**src/rtl/tpu_pkg.sv**
```systemverilog
// Shared definitions for the dot-product unit.
// Holds the readout FSM state type and the sign-magnitude field helpers
// (sign-bit index and magnitude width as a function of operand width).
package tpu_pkg;

  typedef enum logic [1:0] {
    ST_IDLE    = 2'd0,
    ST_DRAIN   = 2'd1,
    ST_PRESENT = 2'd2
  } rd_state_t;

  // Sign-magnitude operand layout: MSB is the sign, the rest is magnitude.
  function automatic int sm_sign_idx(input int data_w);
    return data_w - 1;
  endfunction

  function automatic int sm_mag_w(input int data_w);
    return data_w - 1;
  endfunction

endpackage

```
**src/rtl/tpu_sm_mult.sv**
```systemverilog
// Single-lane sign-magnitude multiplier (combinational).
// Ports:
//   a, b : DATA_W-bit sign-magnitude operands
//   mag  : unsigned product magnitude, 2*(DATA_W-1) bits
//   sign : product sign; forced to 0 when the magnitude is zero so that
//          -0 operands and zero products always come out as +0
module tpu_sm_mult
  import tpu_pkg::*;
#(
  parameter int DATA_W = 8
) (
  input  logic [DATA_W-1:0]                a,
  input  logic [DATA_W-1:0]                b,
  output logic [2*sm_mag_w(DATA_W)-1:0]    mag,
  output logic                             sign
);

  localparam int MW = sm_mag_w(DATA_W);
  localparam int SI = sm_sign_idx(DATA_W);

  logic [2*MW-1:0] a_ext;
  logic [2*MW-1:0] b_ext;

  assign a_ext = {{MW{1'b0}}, a[MW-1:0]};
  assign b_ext = {{MW{1'b0}}, b[MW-1:0]};
  assign mag   = a_ext * b_ext;
  assign sign  = (a[SI] ^ b[SI]) & (|mag);

endmodule

```
**src/rtl/tpu_dot_unit.sv**
```systemverilog
// Pipelined sign-magnitude dot-product accumulator with a readout FSM.
// Ports:
//   clk, reset          : clock, synchronous active-high reset
//   in_valid / in_ready : operand beat handshake
//   in_a, in_b          : LANES packed sign-magnitude operands, lane 0 in LSBs
//   acc_clear           : zero accumulator and error (clear-then-add)
//   out_req             : request a readout (honoured only in IDLE)
//   out_valid, out_data : one-cycle readout pulse and held readout value
//   error               : sticky overflow flag
// Pipeline: stage 1 registers per-lane products, stage 2 registers the
// signed lane sum, and the accumulator adds stage 2 on the next edge.
module tpu_dot_unit
  import tpu_pkg::*;
#(
  parameter int DATA_W   = 8,
  parameter int LANES    = 4,
  parameter int ACC_W    = 17,
  parameter int SATURATE = 1
) (
  input  logic                      clk,
  input  logic                      reset,
  input  logic                      in_valid,
  output logic                      in_ready,
  input  logic [LANES*DATA_W-1:0]   in_a,
  input  logic [LANES*DATA_W-1:0]   in_b,
  input  logic                      acc_clear,
  input  logic                      out_req,
  output logic                      out_valid,
  output logic [ACC_W-1:0]          out_data,
  output logic                      error
);

  localparam int MW    = sm_mag_w(DATA_W);
  localparam int PW    = 2 * MW;
  localparam int SUM_W = PW + $clog2(LANES) + 1;
  // One bit wider than either addend so acc + sum is always exact.
  localparam int EXT_W = ((ACC_W > SUM_W) ? ACC_W : SUM_W) + 1;

  rd_state_t state, state_next;

  logic                    accept;
  logic [PW-1:0]           m_mag  [LANES];
  logic [LANES-1:0]        m_sign;
  logic [PW-1:0]           s1_mag [LANES];
  logic [LANES-1:0]        s1_sign;
  logic                    s1_valid;
  logic signed [SUM_W-1:0] lane_sum;
  logic signed [SUM_W-1:0] s2_sum;
  logic                    s2_valid;
  logic signed [ACC_W-1:0] acc;
  logic signed [ACC_W-1:0] acc_base;
  logic signed [ACC_W-1:0] acc_next;
  logic signed [EXT_W-1:0] ext_sum;
  logic                    ovf;
  logic                    err_base;
  logic                    err_next;

  assign accept = in_valid & in_ready;

  for (genvar g = 0; g < LANES; g++) begin : g_lane
    tpu_sm_mult #(.DATA_W(DATA_W)) u_mult (
      .a    (in_a[g*DATA_W +: DATA_W]),
      .b    (in_b[g*DATA_W +: DATA_W]),
      .mag  (m_mag[g]),
      .sign (m_sign[g])
    );
  end

  // Stage 1: per-lane product registers. acc_clear deliberately leaves these alone.
  always_ff @(posedge clk) begin
    if (reset) begin
      s1_valid <= 1'b0;
      s1_sign  <= '0;
      for (int i = 0; i < LANES; i++) s1_mag[i] <= '0;
    end else begin
      s1_valid <= accept;
      if (accept) begin
        s1_sign <= m_sign;
        for (int i = 0; i < LANES; i++) s1_mag[i] <= m_mag[i];
      end
    end
  end

  always_comb begin
    lane_sum = '0;
    for (int i = 0; i < LANES; i++) begin
      if (s1_sign[i]) lane_sum = lane_sum - $signed(SUM_W'(s1_mag[i]));
      else            lane_sum = lane_sum + $signed(SUM_W'(s1_mag[i]));
    end
  end

  // Stage 2: registered lane sum.
  always_ff @(posedge clk) begin
    if (reset) begin
      s2_valid <= 1'b0;
      s2_sum   <= '0;
    end else begin
      s2_valid <= s1_valid;
      if (s1_valid) s2_sum <= lane_sum;
    end
  end

  // Accumulate. A clear on the same edge as an add yields just the add,
  // and the error flag then reflects only that add.
  always_comb begin
    acc_base = acc_clear ? '0 : acc;
    err_base = acc_clear ? 1'b0 : error;
    ext_sum  = EXT_W'(acc_base) + EXT_W'(s2_sum);
    // Out of range when the bits above the ACC_W sign bit disagree with it.
    ovf      = (|ext_sum[EXT_W-1:ACC_W-1]) & ~(&ext_sum[EXT_W-1:ACC_W-1]);
    acc_next = acc_base;
    err_next = err_base;
    if (s2_valid) begin
      err_next = err_base | ovf;
      if (ovf && (SATURATE != 0))
        acc_next = ext_sum[EXT_W-1] ? {1'b1, {(ACC_W-1){1'b0}}}
                                    : {1'b0, {(ACC_W-1){1'b1}}};
      else
        acc_next = ext_sum[ACC_W-1:0];
    end
  end

  always_ff @(posedge clk) begin
    if (reset) begin
      acc   <= '0;
      error <= 1'b0;
    end else begin
      acc   <= acc_next;
      error <= err_next;
    end
  end

  // Readout FSM.
  always_ff @(posedge clk) begin
    if (reset) state <= ST_IDLE;
    else       state <= state_next;
  end

  always_comb begin
    state_next = state;
    in_ready   = 1'b0;
    out_valid  = 1'b0;
    case (state)
      ST_IDLE: begin
        in_ready = 1'b1;
        if (out_req) state_next = ST_DRAIN;
      end
      ST_DRAIN: begin
        if (!s1_valid && !s2_valid) state_next = ST_PRESENT;
      end
      ST_PRESENT: begin
        out_valid  = 1'b1;
        state_next = ST_IDLE;
      end
      default: state_next = ST_IDLE;
    endcase
  end

  // Capture the accumulator as it will be during PRESENT (a clear on the
  // entry edge is honoured); held until the next readout.
  always_ff @(posedge clk) begin
    if (reset)                         out_data <= '0;
    else if (state_next == ST_PRESENT) out_data <= acc_next;
  end

endmodule

```
**config.mk**
```make
export PLATFORM = sky130hd
export DESIGN_NAME = tpu_dot_unit
export DESIGN_NICKNAME = d
export VERILOG_FILES = /design/src/rtl/tpu_pkg.sv /design/src/rtl/tpu_sm_mult.sv /design/src/rtl/tpu_dot_unit.sv
export SDC_FILE = /design/constraint.sdc
export NUM_CORES = 1
export LEC_CHECK = 0
export BUFFER_PORTS_ARGS = -buffer_cell sky130_fd_sc_hd__buf_2
export CAP_MARGIN = 20
export CORE_UTILIZATION = 50
export CTS_CLUSTER_SIZE = 30
export DETAILED_ROUTE_END_ITERATION = 8
export PLACE_DENSITY_LB_ADDON = 0.2
export SLEW_MARGIN = 20
export SYNTH_ARGS = -nofsm -noshare
export SYNTH_HDL_FRONTEND = slang
export SYNTH_SLANG_ARGS = --single-unit
```
**constraint.sdc**
```tcl
create_clock -name clk -period 5.7 [get_ports clk]
set_input_delay 0.285 -clock clk [delete_from_list [all_inputs] [get_ports clk]]
set_output_delay 0.285 -clock clk [all_outputs]
set_load 0.02 [all_outputs]
```
# Word-level counts from Yosys, hierarchy flattened
# Memories as Yosys holds them, arrays and structs flattened.
# Cells that the tools add are included.
[word_totals]
ram_bits = 56
inputBits = 69
n_memories = 1
out_inout_bits = 20
wordCells = 74
regBits = 60
[mem_list]
columns = ["memory", "depth", "width", "rd", "rd_ports_with_merged_regs", "wr", "line_no", "source"]
rows = [
  ["s1_mag", 4, 14, 4, 0, 4, "tpu_dot_unit.sv:44", "logic [PW-1:0] s1_mag [LANES];"],
]
[classes]
n_eq_ne = 3
n_mul = 4
mux = 24
reduce_logical = 10
bitwise = 16
add_sub_neg = 8
[ops]
columns = ["op", "count"]
rows = [
  ["two-way mux 17 bit", 8],
  ["multiplier 7 x 7 -> 14 bit", 4],
  ["two-way mux 14 bit", 4],
  ["OR reduction 14 bit", 4],
  ["adder 17 x 15 -> 17 bit", 3],
  ["subtractor 17 x 15 -> 17 bit", 3],
  ["adder 17 x 17 -> 18 bit", 1],
  ["subtractor 1 x 14 -> 15 bit, first input constant", 1],
  ["two-way mux 1 bit", 9],
  ["AND 1 bit", 6],
  ["bitwise OR 1 bit", 5],
  ["== test 2 bit, second input constant", 2],
  ["two-way mux 2 bit", 2],
  ["case mux 2 bit (2 select lines)", 1],
  ["XOR 1 bit", 4],
  ["== test 2 x 1 -> 1 bit, second input constant", 1],
  ["zero test 1 bit", 2],
  ["zero test 2 bit", 1],
  ["AND reduction 2 bit", 1],
  ["OR reduction 2 bit", 1],
  ["logical AND 1 bit", 1],
  ["NOT 1 bit", 1],
]

# Logic depth before layout (Yosys ltp)
# An unclocked memory read counts as a cell.
[depth]
word_depth = 9
ltp_mapped = 29

# Modules after synthesis
# From an unflattened synthesis, not the netlist that was laid out.
[unflattened]
hier_cells = 1755
hier_area_um2 = 15154.5
[by_module_without_submodules]
columns = ["mod", "n_inst", "seq_area_each_um2", "area_each_um2", "cells_each"]
rows = [
  ["tpu_dot_unit", 1, 2882.8, 8543.2, 979],
  ["tpu_sm_mult (g_lane[1].u_mult ...)", 2, 0.0, 1641.6, 189],
  ["tpu_sm_mult (g_lane[3].u_mult)", 1, 0.0, 1667.8, 199],
  ["tpu_sm_mult (g_lane[0].u_mult)", 1, 0.0, 1660.3, 199],
]

# Worst setup path after synthesis
# Ideal clock, no wire load.
[synth_timing]
kind = "reg2reg"
startpoint = "memory s1_mag[0][0] (netlist name)"
endpoint = "register s2_sum[16]"
path_slack_ns = -0.168
period_less_slack_ns = 5.868
required_ns = 5.605
n_path_buf = 0
arrival_time_ns = 5.772
stages_incl_launch_ff = 30
cell_sequence = "edfxtp_1 inv_1 ha_1 nand2_1 o21a_1 inv_1 ha_1 nor2b_1 o21a_1 o21a_1 o41a_1 o211ai_1 nand2_1 a21o_1 a211oi_1 nor3_1 ha_1 or3_1 a211oi_1 nor2_1 xor2_1 ha_1 a21o_1 a31o_2 a21o_1 a31oi_1 o21ai_2 xor3_1 or3_1 o311ai_1"
[synth_rtl]
columns = ["item", "line_no", "source"]
rows = [
  ["start: declaration", "tpu_dot_unit.sv:44", ""],
  ["end signal: assignment", "tpu_dot_unit.sv:99", "if (s1_valid) s2_sum <= lane_sum;"],
  ["end: declaration", "tpu_dot_unit.sv:48", "logic signed [SUM_W-1:0] s2_sum;"],
]

==> impl_metrics.csv <==
group,metric,value,unit
synth,post_synth_num_cell_types,86,
global_routing,grt_pass1_vias,11423,
synth,yosysSeqAreaShare,0.197,
synth,post_synth_instance_area,14600,um^2
routing,drc,0,
clock_tree,clock_sink_count,116,
synth,main_flop_type_after_synthesis,"sky130_fd_sc_hd__dfxtp_1",
final_layout,area_delta_synth_final,12.3,%
die,die_width,173,um
routing,detailroute.via_count,11779,
power_and_ir_drop,power_leakage,7.75,nW
critical_path,slowest_delay,0.40,ns
synth,synth_top_area_cell,"sky130_fd_sc_hd__ha_1",
worst_hold_path,class_of_the_tightest_hold_or_removal_check,"input port to flop",
final_layout,final_cell_count_no_fill,2181,
sta,finalHoldViolations,0,
critical_path,cp_data_arrival_time,6.10,ns
routing,firstDrtPassIters,5,
critical_path,critical_path.startpoint_type,"flop",
die,core_region_area,28700,um^2
sta,final.period_utilization,1.01,
final_layout,antenna_cells_inserted,0,
global_routing,first_pass_grt_wire_length,53800,um
clock_tree,clkSlewWorstSetupHoldPaths,0.06,ns
routing,drt_wl_total,31300,um
clock_tree,cts_root_buffer_type,"sky130_fd_sc_hd__clkbuf_16",
die,boundaryPins,89,
sta,fin_ws,-0.0782,ns
clock_tree,cts_tree,"done",
critical_path,cp_data_required_time,6.02,ns
die,initial_utilization,0.509,
synth,postSynthCellCount,1678,
critical_path,cp_common_cell,"sky130_fd_sc_hd__a21o_1",
placed_design,place_congestion,0.910,
power_and_ir_drop,total_power_density_per_cell_area,503,nW/um^2
clock_tree,h-tree-depth,4,
sta,rsz_0062_raised_after_global_routing,"yes",
placed_design,placed_wire_length_estimate,25300,um
final_layout,commonest_non_fill_non_tap_cell_in_the_layout,"sky130_fd_sc_hd__ha_1",
synth,postSynthNetCount,2044,
synth,postSynth.asyncResetShare,0,
global_routing,grt_antenna_before_repair,0,
sta,max_slew.worst_pin.slew,0.914,ns
job,max_cap_viol_count,0,
clock_tree,clk-insertion-delay-late,0.42,ns
synth,yosys_register_bits,116,
sta,setup_viol_count_final,1,
synth,portion_of_synthesized_cell_area_occupied_by_the_leading_cell_type,0.169,
final_layout,fin_nets,2150,
sta,post-route-min-period,5.78,ns
sta,timing.slew.headroom,0.390,
run_status,violated_checks,"negative setup slack",
power_and_ir_drop,power.total,0.00824,W
clock_tree,hold_buffers,0,
critical_path,crit_slowest_cell,"sky130_fd_sc_hd__or3_4",
placed_design,numPortBuffers,88,
die,placementRows,62,
sta,max_freq,0.173,GHz
die,fp.dieArea,29900,um^2
clock_tree,cts_buffers,17,
routing,post_drt_wl_per_cell,14.4,um
routing,viasPerCell,5.40,
placed_design,placedCellCount,2138,
synth,syn_avg_cell_area,8.70,um^2
clock_tree,ctsLongestPathBuffers,2,
sta,slew_violations,0,
placed_design,placed_area,15600,um^2
final_layout,core_occupancy_in_the_finished_layout,0.571,
run_status,status,"finished with violations",
global_routing,combined_global_route_utilization_of_all_metal_layers,0.216,
final_layout,drive_gt1_frac,0.117,
sta,fin_worst_skew,0.00755,ns
critical_path,critical_path_class,"flop to flop",
synth,synth_edf_count,56,
power_and_ir_drop,worst_ir_drop_vdd,0.000533,V
die,die_h,173,um
routing,postRouteAntennaNets,0,
critical_path,worst_setup_path_end_kind,"flop",
final_layout,most-common-layout-cells,"sky130_fd_sc_hd__ha_1 (194), sky130_fd_sc_hd__inv_1 (170), sky130_fd_sc_hd__nor2_1 (164), sky130_fd_sc_hd__nand2_1 (154), sky130_fd_sc_hd__and2_1 (115)",
routing,drtIter0Drc,613,
global_routing,pin_count_of_the_biggest_net_entering_global_routing,62,
synth,yosysWarningCount,0,
synth,netlist_top_cells_area,"sky130_fd_sc_hd__ha_1 (17%), sky130_fd_sc_hd__fa_1 (14%), sky130_fd_sc_hd__edfxtp_1 (12%), sky130_fd_sc_hd__dfxtp_1 (8.2%), sky130_fd_sc_hd__xnor2_1 (6.2%)",
critical_path,critical_path_peak_fanout,3,
final_layout,final_design_area_no_fill,16400,um^2
global_routing,globalRoute.totalOverflow,0,
-- final timing paths --
check / depth (start not counted) / from / to / slack (ns)
setup / recovery: 28 / s1_mag[1][0]$_SDFFCE_PN0P_ / s2_sum[16]$_SDFFE_PP0P_ / -0.08
hold / removal: 3 / out_req / state[0]$_SDFF_PP0_ / 0.17
setup reg to reg: 28 / s1_mag[1][0]$_SDFFCE_PN0P_ / s2_sum[16]$_SDFFE_PP0P_ / -0.08
hold reg to reg: 2 / error$_SDFF_PP0_ / error$_SDFF_PP0_ / 0.47
-- cells in the mapped netlist (4+ instances only) --
cell type                   count
sky130_fd_sc_hd__a2111oi_0      5
sky130_fd_sc_hd__a211oi_1      28
sky130_fd_sc_hd__a21o_1        22
sky130_fd_sc_hd__a21oi_1       85
sky130_fd_sc_hd__a311oi_1       4
sky130_fd_sc_hd__a31o_1         4
sky130_fd_sc_hd__a31o_2         4
sky130_fd_sc_hd__a31oi_1       11
sky130_fd_sc_hd__a32o_1         4
sky130_fd_sc_hd__and2_1       115
sky130_fd_sc_hd__and3_1        12
sky130_fd_sc_hd__clkbuf_1      28
sky130_fd_sc_hd__dfxtp_1       60
sky130_fd_sc_hd__edfxtp_1      56
sky130_fd_sc_hd__fa_1         100
sky130_fd_sc_hd__ha_1         197
sky130_fd_sc_hd__inv_1        173
sky130_fd_sc_hd__mux2i_1       15
sky130_fd_sc_hd__nand2_1      155
sky130_fd_sc_hd__nand2b_1      11
sky130_fd_sc_hd__nand3_1       22
sky130_fd_sc_hd__nand4_1        8
sky130_fd_sc_hd__nor2_1       165
sky130_fd_sc_hd__nor2b_1       31
sky130_fd_sc_hd__nor3_1        36
sky130_fd_sc_hd__nor4_1         6
sky130_fd_sc_hd__o21a_1        16
sky130_fd_sc_hd__o21ai_0       32
sky130_fd_sc_hd__o21ai_1       16
sky130_fd_sc_hd__o21ba_2        4
sky130_fd_sc_hd__o21bai_1       7
sky130_fd_sc_hd__o31a_1         4
sky130_fd_sc_hd__o31ai_1        7
sky130_fd_sc_hd__or3_1         15
sky130_fd_sc_hd__xnor2_1      103
sky130_fd_sc_hd__xor2_1        37
-- metal layers --
layer	wire (um)	global-route usage	share of wire
met1	15300	0.294	0.49
met5	0	0	0
met3	889	0.0231	0.028
met2	14700	0.367	0.47
met4	427	0.0553	0.014
-- report_power, final --
part / internal [W] / switching (W) / leakage [nW]
registers: 0.00102 / 0.000104 / 1.09
clock network: 0.000647 / 0.000448 / 0.296
logic: 0.00276 / 0.00326 / 6.35
-- timing repair --
item,in CTS,in global routing
setup endpoints to repair,1,4
buffers inserted,3,8
resized for setup,7,17
pin swaps,10,14
-- cell families after synthesis --
kind of cell,after synthesis,synth area share
adders and majority gates,297,0.306
xor gates and xnor gates,143,0.0883
DFF,116,0.197
and+or+nand+nor,606,0.206
buffers and inverters,207,0.0536
AOI/OAI and AO/OA,291,0.137
muxes,18,0.0126
-- per-stage QoR --
step	hold slack, ns	setup WS, ns	setup TNS [ns]
after CTS	0.152	-0.0372	-0.0372
after global placement	0.451	0.0113	0
final	0.165	-0.0782	-0.0782
after global routing	0.168	-0.321	-0.536
after floorplan	0.445	0.0976	0
after detailed placement	0.471	-0.167	-0.167
-- critical path, delay by kind of cell, from the launching register on --
family | cells | cell delay (ns)
compound gates | 13 | 2.51
simple gates | 6 | 1.10
fa+ha+maj | 4 | 0.91
flops | 1 | 0.39
xor+xnor | 2 | 0.34
mux | 1 | 0.29
buf+inv | 2 | 0.15
-- state kept, by name, summed over array words and instances (netlist names) --
register  count
state         2
s2_valid      1
out_data     17
s2_sum       17
s1_mag       56
s1_valid      1
s1_sign       4
acc          17
error         1
-- layout make-up --
cell class,count,area [um^2]
Clock inverter,14,153
Inverter,173,651
Multi-Input combinational cell,1355,11100
Sequential cell,116,2880
Tap cell,384,480
Clock buffer,18,450
Timing Repair Buffer,121,696
Fill cell,2616,12300
No activity file was read; power rests on OpenSTA's default activity.
